### config.mk
export PLATFORM = sky130hd
export DESIGN_NAME = noc_credit_tx_flat
export DESIGN_NICKNAME = d
export VERILOG_FILES = /design/src/rtl/noc_credit_tx_if.sv /design/src/rtl/noc_credit_tx.sv /design/src/flat_wrapper.sv
export SDC_FILE = /design/constraint.sdc
export NUM_CORES = 1
export LEC_CHECK = 0
export BUFFER_PORTS_ARGS = -buffer_cell sky130_fd_sc_hd__buf_2
export CAP_MARGIN = 20
export CORE_MARGIN = 10
export CORE_UTILIZATION = 55
export CTS_BUF_LIST = sky130_fd_sc_hd__clkbuf_4
export DETAILED_ROUTE_END_ITERATION = 8
export GPL_TIMING_DRIVEN = 1
export PLACE_DENSITY_LB_ADDON = 0.25
export SLEW_MARGIN = 20
export SYNTH_ARGS = -nofsm -noshare
export SYNTH_HDL_FRONTEND = slang
export SYNTH_SLANG_ARGS = --single-unit
### constraint.sdc
create_clock -name clk -period 7.88 [get_ports clk]
set_clock_uncertainty 0.2 [all_clocks]
set_input_delay 0.788 -clock clk [delete_from_list [all_inputs] [get_ports clk]]
set_output_delay 0.788 -clock clk [all_outputs]
set_load 0.01 [all_outputs]
### src/rtl/noc_credit_tx_if.sv
// Link-side and local-source signals of one NoC credit transmitter.
// The transmitter sits on the slave modport. The environment that feeds flits
// and acts as the neighbour receiver sits on the master modport.
interface noc_credit_tx_if #(
  parameter int DATA_WIDTH = 64
) ();
  logic [DATA_WIDTH-1:0] in_data;
  logic                  in_val;
  logic                  in_rdy;
  logic [DATA_WIDTH-1:0] dout;
  logic                  dout_valid;
  logic                  yummy_in;

  modport master (
    output in_data, in_val, yummy_in,
    input  in_rdy, dout, dout_valid
  );

  modport slave (
    input  in_data, in_val, yummy_in,
    output in_rdy, dout, dout_valid
  );
endinterface

### src/rtl/noc_credit_tx.sv
// Credit-based transmit end of one NoC dynamic-network link.
// Local flits are buffered in a small FIFO. Each flit is issued only while a
// receiver credit is available, and every yummy pulse gives one credit back.
// Header length fields are followed so the block knows when a packet is in flight.
// Optional feature: define NOC_TX_STATS_EN to build the sent-flit and stall counters.
// Without that define, stat_flits and stat_stalls are tied to zero.
module noc_credit_tx #(
  parameter int DATA_WIDTH = 64,
  parameter int CREDITS    = 4,
  parameter int FIFO_DEPTH = 4,
  parameter int LEN_LSB    = 22,
  parameter int LEN_WIDTH  = 8
) (
  input  logic                 clk,
  input  logic                 rst,
  noc_credit_tx_if.slave       link,
  output logic                 pkt_active,
  output logic                 tx_idle,
  output logic                 credit_err,
  output logic [31:0]          stat_flits,
  output logic [31:0]          stat_stalls
);

  localparam int AW = $clog2(FIFO_DEPTH);
  localparam int CW = $clog2(CREDITS + 1);
  localparam logic [AW:0]   FULL_COUNT  = FIFO_DEPTH[AW:0];
  localparam logic [CW-1:0] MAX_CREDITS = CREDITS[CW-1:0];

  typedef enum logic {HDR, BODY} frameState_t;

  logic [DATA_WIDTH-1:0] mem [FIFO_DEPTH];
  logic [AW-1:0]         wrPtr;
  logic [AW-1:0]         rdPtr;
  logic [AW:0]           count;
  logic [CW-1:0]         credits;
  logic [DATA_WIDTH-1:0] doutReg;
  logic                  doutValidReg;
  logic                  creditErrReg;
  frameState_t           state;
  frameState_t           stateNext;
  logic [LEN_WIDTH-1:0]  remain;
  logic [LEN_WIDTH-1:0]  remainNext;
  logic                  full;
  logic                  empty;
  logic                  wrEn;
  logic                  sendEn;
  logic [DATA_WIDTH-1:0] headFlit;
  logic [LEN_WIDTH-1:0]  hdrLen;

  assign full     = (count == FULL_COUNT);
  assign empty    = (count == '0);
  assign wrEn     = link.in_val && link.in_rdy;
  assign sendEn   = !empty && (credits != '0);
  assign headFlit = mem[rdPtr];
  assign hdrLen   = headFlit[LEN_LSB +: LEN_WIDTH];

  assign link.in_rdy     = !rst && !full;
  assign link.dout       = doutReg;
  assign link.dout_valid = doutValidReg;
  assign credit_err      = creditErrReg;
  assign tx_idle         = empty && (credits == MAX_CREDITS) && !pkt_active;

  // The storage array holds no reset value, because the pointers and count decide what is valid.
  always_ff @(posedge clk) begin
    if (wrEn) begin
      mem[wrPtr] <= link.in_data;
    end
  end

  // FIFO pointers and occupancy. A reset drops anything still buffered.
  always_ff @(posedge clk) begin
    if (rst) begin
      wrPtr <= '0;
      rdPtr <= '0;
      count <= '0;
    end else begin
      if (wrEn) begin
        wrPtr <= wrPtr + 1'b1;
      end
      if (sendEn) begin
        rdPtr <= rdPtr + 1'b1;
      end
      case ({wrEn, sendEn})
        2'b10:   count <= count + 1'b1;
        2'b01:   count <= count - 1'b1;
        default: count <= count;
      endcase
    end
  end

  // Link output register. dout keeps the last flit sent, and valid pulses once per flit.
  always_ff @(posedge clk) begin
    if (rst) begin
      doutReg      <= '0;
      doutValidReg <= 1'b0;
    end else begin
      doutValidReg <= sendEn;
      if (sendEn) begin
        doutReg <= headFlit;
      end
    end
  end

  // Credit counter. A yummy that arrives while credits are full saturates the counter and flags an error.
  always_ff @(posedge clk) begin
    if (rst) begin
      credits      <= MAX_CREDITS;
      creditErrReg <= 1'b0;
    end else begin
      case ({sendEn, link.yummy_in})
        2'b10: credits <= credits - 1'b1;
        2'b01: begin
          if (credits == MAX_CREDITS) begin
            creditErrReg <= 1'b1;
          end else begin
            credits <= credits + 1'b1;
          end
        end
        default: credits <= credits;
      endcase
    end
  end

  // Framing state register.
  always_ff @(posedge clk) begin
    if (rst) begin
      state  <= HDR;
      remain <= '0;
    end else begin
      state  <= stateNext;
      remain <= remainNext;
    end
  end

  // Framing next state. It moves forward only on flits that are actually sent.
  always_comb begin
    stateNext  = state;
    remainNext = remain;
    if (sendEn) begin
      case (state)
        HDR: begin
          if (hdrLen != '0) begin
            stateNext  = BODY;
            remainNext = hdrLen;
          end
        end
        BODY: begin
          remainNext = remain - 1'b1;
          if (remain == LEN_WIDTH'(1)) begin
            stateNext = HDR;
          end
        end
        default: stateNext = HDR;
      endcase
    end
  end

  // Framing outputs.
  always_comb begin
    pkt_active = (state == BODY);
  end

`ifdef NOC_TX_STATS_EN
  logic [31:0] flitCount;
  logic [31:0] stallCount;

  // Activity counters. They wrap naturally and are cleared by reset.
  always_ff @(posedge clk) begin
    if (rst) begin
      flitCount  <= '0;
      stallCount <= '0;
    end else begin
      if (sendEn) begin
        flitCount <= flitCount + 1'b1;
      end
      if (!empty && (credits == '0)) begin
        stallCount <= stallCount + 1'b1;
      end
    end
  end

  assign stat_flits  = flitCount;
  assign stat_stalls = stallCount;
`else
  assign stat_flits  = '0;
  assign stat_stalls = '0;
`endif

endmodule
### src/flat_wrapper.sv
// flat-port wrapper written by rule: the top's interface ports become plain ports
module noc_credit_tx_flat 
#(
  parameter int DATA_WIDTH = 64,
  parameter int CREDITS    = 4,
  parameter int FIFO_DEPTH = 4,
  parameter int LEN_LSB    = 22,
  parameter int LEN_WIDTH  = 8
)
  (clk, rst, pkt_active, tx_idle, credit_err, stat_flits, stat_stalls, link_in_data, link_in_val, link_yummy_in, link_in_rdy, link_dout, link_dout_valid);
  noc_credit_tx_if #(.DATA_WIDTH(DATA_WIDTH)) link_i ();
  input  logic clk;
  input  logic rst;
  output logic pkt_active;
  output logic tx_idle;
  output logic credit_err;
  output logic [31:0] stat_flits;
  output logic [31:0] stat_stalls;
  input wire logic [$bits(link_i.in_data)-1:0] link_in_data;
  input wire logic [$bits(link_i.in_val)-1:0] link_in_val;
  input wire logic [$bits(link_i.yummy_in)-1:0] link_yummy_in;
  output wire logic [$bits(link_i.in_rdy)-1:0] link_in_rdy;
  output wire logic [$bits(link_i.dout)-1:0] link_dout;
  output wire logic [$bits(link_i.dout_valid)-1:0] link_dout_valid;
  assign link_i.in_data = link_in_data;
  assign link_i.in_val = link_in_val;
  assign link_i.yummy_in = link_yummy_in;
  assign link_in_rdy = link_i.in_rdy;
  assign link_dout = link_i.dout;
  assign link_dout_valid = link_i.dout_valid;
  noc_credit_tx #(.DATA_WIDTH(DATA_WIDTH), .CREDITS(CREDITS), .FIFO_DEPTH(FIFO_DEPTH), .LEN_LSB(LEN_LSB), .LEN_WIDTH(LEN_WIDTH)) u_core (.clk(clk), .rst(rst), .link(link_i), .pkt_active(pkt_active), .tx_idle(tx_idle), .credit_err(credit_err), .stat_flits(stat_flits), .stat_stalls(stat_stalls));
endmodule
==> impl_results.md <==
* Hold Crit Class: in2reg
* Cts hold-fix bufs at 0
* Area of the core at ~24000 um2
* R2R Setup Slk at about 4.3 ns
* Initial DRC Count at between 400 and 500
* GRT Overall Usage at 0.165
* MaxCap Viol Count at 0
* RSZ-0062 raised after global routing: false
* Fmax at 277 MHz
* GRT overflow at 0
* CTS root buf: clkbuf_4
* Slew @ Worst Pin at 1.03 ns
* Core Util, Final at 0.637
* Initial antenna violation count at 7
* Routability congestion estimate at 0.791
* CP peak stage delay at 0.71 ns
* Crit-path cells: nor3_1 -> or2_4 -> inv_2 -> buf_4 -> ha_1 -> inv_1 -> fa_1 -> xor2_1 -> or3_1 -> a21oi_1
* Synthesis warning total at 0
* Initial Util at 0.561
* Synth top area cells: edfxtp_1 58%, dfxtp_1 13%, mux4_2 11%
* Via count at 7242
* CTS H-tree lvls at 3
* Routed WL at 25.5 mm
* Routed length per instance at 18.1 um
* First-pass GRT wire length at around 40 mm
* Worst setup SP type: register
* Seq/Total Area, Yosys at 0.714
* Slowest stage cell, crit path: buf_4
* Critical path required time at 8.25 ns
* Async set-reset flop share out of synthesis at 0
* Yosys reg bits at roughly 340
* CP Capture Type: register
* Crit Path Category: reg2reg
* Max-slew headroom at 0.313
* Clock-pin transition on the worst setup and hold timing paths at 0.08 ns
* Final setup TNS at 0 ns
* Max IR drop VDD at 0.176 mV
* Yosys top cell area share at 0.582
* DP Wirelength at 14.7 mm
* Layout area overhead at 13.6%
* Clock sink count at 343
* Mapped cell area at 13200 um2
* Postcts setup bufs at 0
* CP arrival at 3.99 ns
* Distinct cell type count after synthesis at 53
* Fin. Hold Viols at 0
* Share of post-route cells with drive strength above 1 at 0.327
* Primary FF master, synth: edfxtp_1
* Pin count of the biggest net entering global routing at 86
* DIE AREA at 30600 um2
* Post-synth EDFFs at 256
* Period utilization at 0.459
* Mapped Cells at 831
* Lkg Pwr at between 5 and 6 nW
* Vias/cell at a little over 5
* Die Height at 175 um
* Vias in the first global route at 7663
* Routed Antenna Nets at 0
* Skew-Pair Late Insertion Delay at 0.66 ns
* Critical path peak fanout at 75
* PwrDens at between 300 and 400 nW/um2
* Slew Limit Fails at 0
* Status: completed
* Mean Syn Cell Area at between 15 and 20 um2
* CTS Buf Count at 85
* CTS tree: built
* Final #Nets at 1090
* Die width at ~170 um
* Post_cts resized at 0
* Yosys top cell by area: edfxtp_1
* Io pins at ~200
* DRC Markers at 0
* Tmin final at 3.61 ns
* Max clock buf depth at 3
* Final setup vio count at 0
* Port Buf Inserts at approximately 140
* Drt pass-1 iters at 5
* Cell Rows at 56
[sequential cells by signal (all words and copies together) (netlist names), named ones only]
register / flops
u_core.mem: 256
u_core.credits: 3
u_core.link.dout_valid: 1
u_core.link.dout: 64
u_core.pkt_active: 1
u_core.wrPtr: 2
u_core.count: 3
u_core.rdPtr: 2
u_core.credit_err: 1
u_core.remain: 8
[layer usage]
metal / GRT usage / routed length [um] / vias to the layer above
li1: - / - / 3421
met4: 0.0622 / 344 / 8
met1: 0.190 / 10100 / 3522
met2: 0.270 / 12600 / 252
met3: 0.0685 / 2340 / 39
met5: 0 / 48 / -
[synth_stat cells, types with 4 or more instances]
cell type,count
buf_1,10
xor2_1,4
nand2_1,138
inv_1,11
a21oi_1,72
dfxtp_1,87
nor3_1,5
o21ai_0,4
mux4_2,63
edfxtp_1,256
buf_2,11
ha_1,7
clkbuf_1,18
buf_4,65
nor2_1,19
and3_1,7
[cells by family after synthesis]
family,synth area share
AO/OA/AOI/OAI,0.0481
XOR/XNOR,0.00398
adder cells (fa/ha/maj),0.00966
buffers and inverters,0.0554
flip-flops,0.714
multiplexers,0.111
other,0.000284
AND/OR/NAND/NOR,0.0577
[final cells by class]
| cell class | count | area [um2] |
|---|---|---|
| sequential | 343 | 9440 |
| fill | 1824 | 8540 |
| multi-input combinational | 431 | 3310 |
| clock buffer | 127 | 953 |
| timing repair buffer | 138 | 698 |
| tap | 319 | 399 |
| clock inverter | 30 | 144 |
| inverter | 14 | 52.6 |
| antenna | 5 | 12.5 |
[worst max-delay path, delay by kind of cell, from the launching register on]
kind	cells	cell delay, ns
AOI/OAI and AO/OA	1	0.16
xor gates and xnor gates	1	0.17
adders and majority gates	2	0.72
buffers and inverters	3	0.90
DFF	1	0.38
and+or+nand+nor	3	0.98
[report_power, final]
part / internal (W) / switching (W) / total (W)
combinational: 0.000549 / 0.000749 / 0.00130
clock: 0.000774 / 0.000664 / 0.00144
sequential: 0.00222 / 0.000201 / 0.00242
total: 0.00354 / 0.00161 / 0.00516
[metrics by stage]
stage | std cells | area, um2 | setup WS (ns) | total power (W) | hold slack (ns)
after floorplan | 894 | 13400 | 4.47 | 0.00338 | 0.271
after global placement | 1245 | 13900 | 4.27 | 0.00375 | 0.240
after detailed placement | 1245 | 13900 | 4.19 | 0.00378 | 0.244
after CTS | 1402 | 15000 | 4.27 | 0.00522 | 0.0790
after global routing | 1405 | 15000 | 4.06 | 0.00549 | 0.0694
final | 1407 | 15000 | 4.27 | 0.00516 | 0.136
[placed cells by master (no fill, tap or decap), drive strengths merged, types with 3 or more instances in the layout]
cell,synthesis,final
a21oi,75,75
and3,7,7
buf,88,138
clkbuf,18,127
clkinv,1,27
conb,1,64
dfxtp,87,87
diode,0,5
edfxtp,256,256
ha,7,7
inv,13,16
mux4,64,64
nand2,138,138
nand3,3,3
nor2,19,19
nor3,5,5
o211ai,3,3
o21ai,5,5
o31ai,3,3
o32ai,3,3
or3,3,3
xor2,4,4
[worst paths after layout]
path | end | start | depth (start not counted)
setup / recovery | u_core.count[2] | u_core.count[0] | 10
hold / removal | u_core.mem[1][5] | link_in_data[5] | 1
setup reg to reg | u_core.count[2] | u_core.count[0] | 10
hold reg to reg | u_core.link.dout[62] | u_core.link.dout[62] | 2
(Power assumes the default switching activity.)
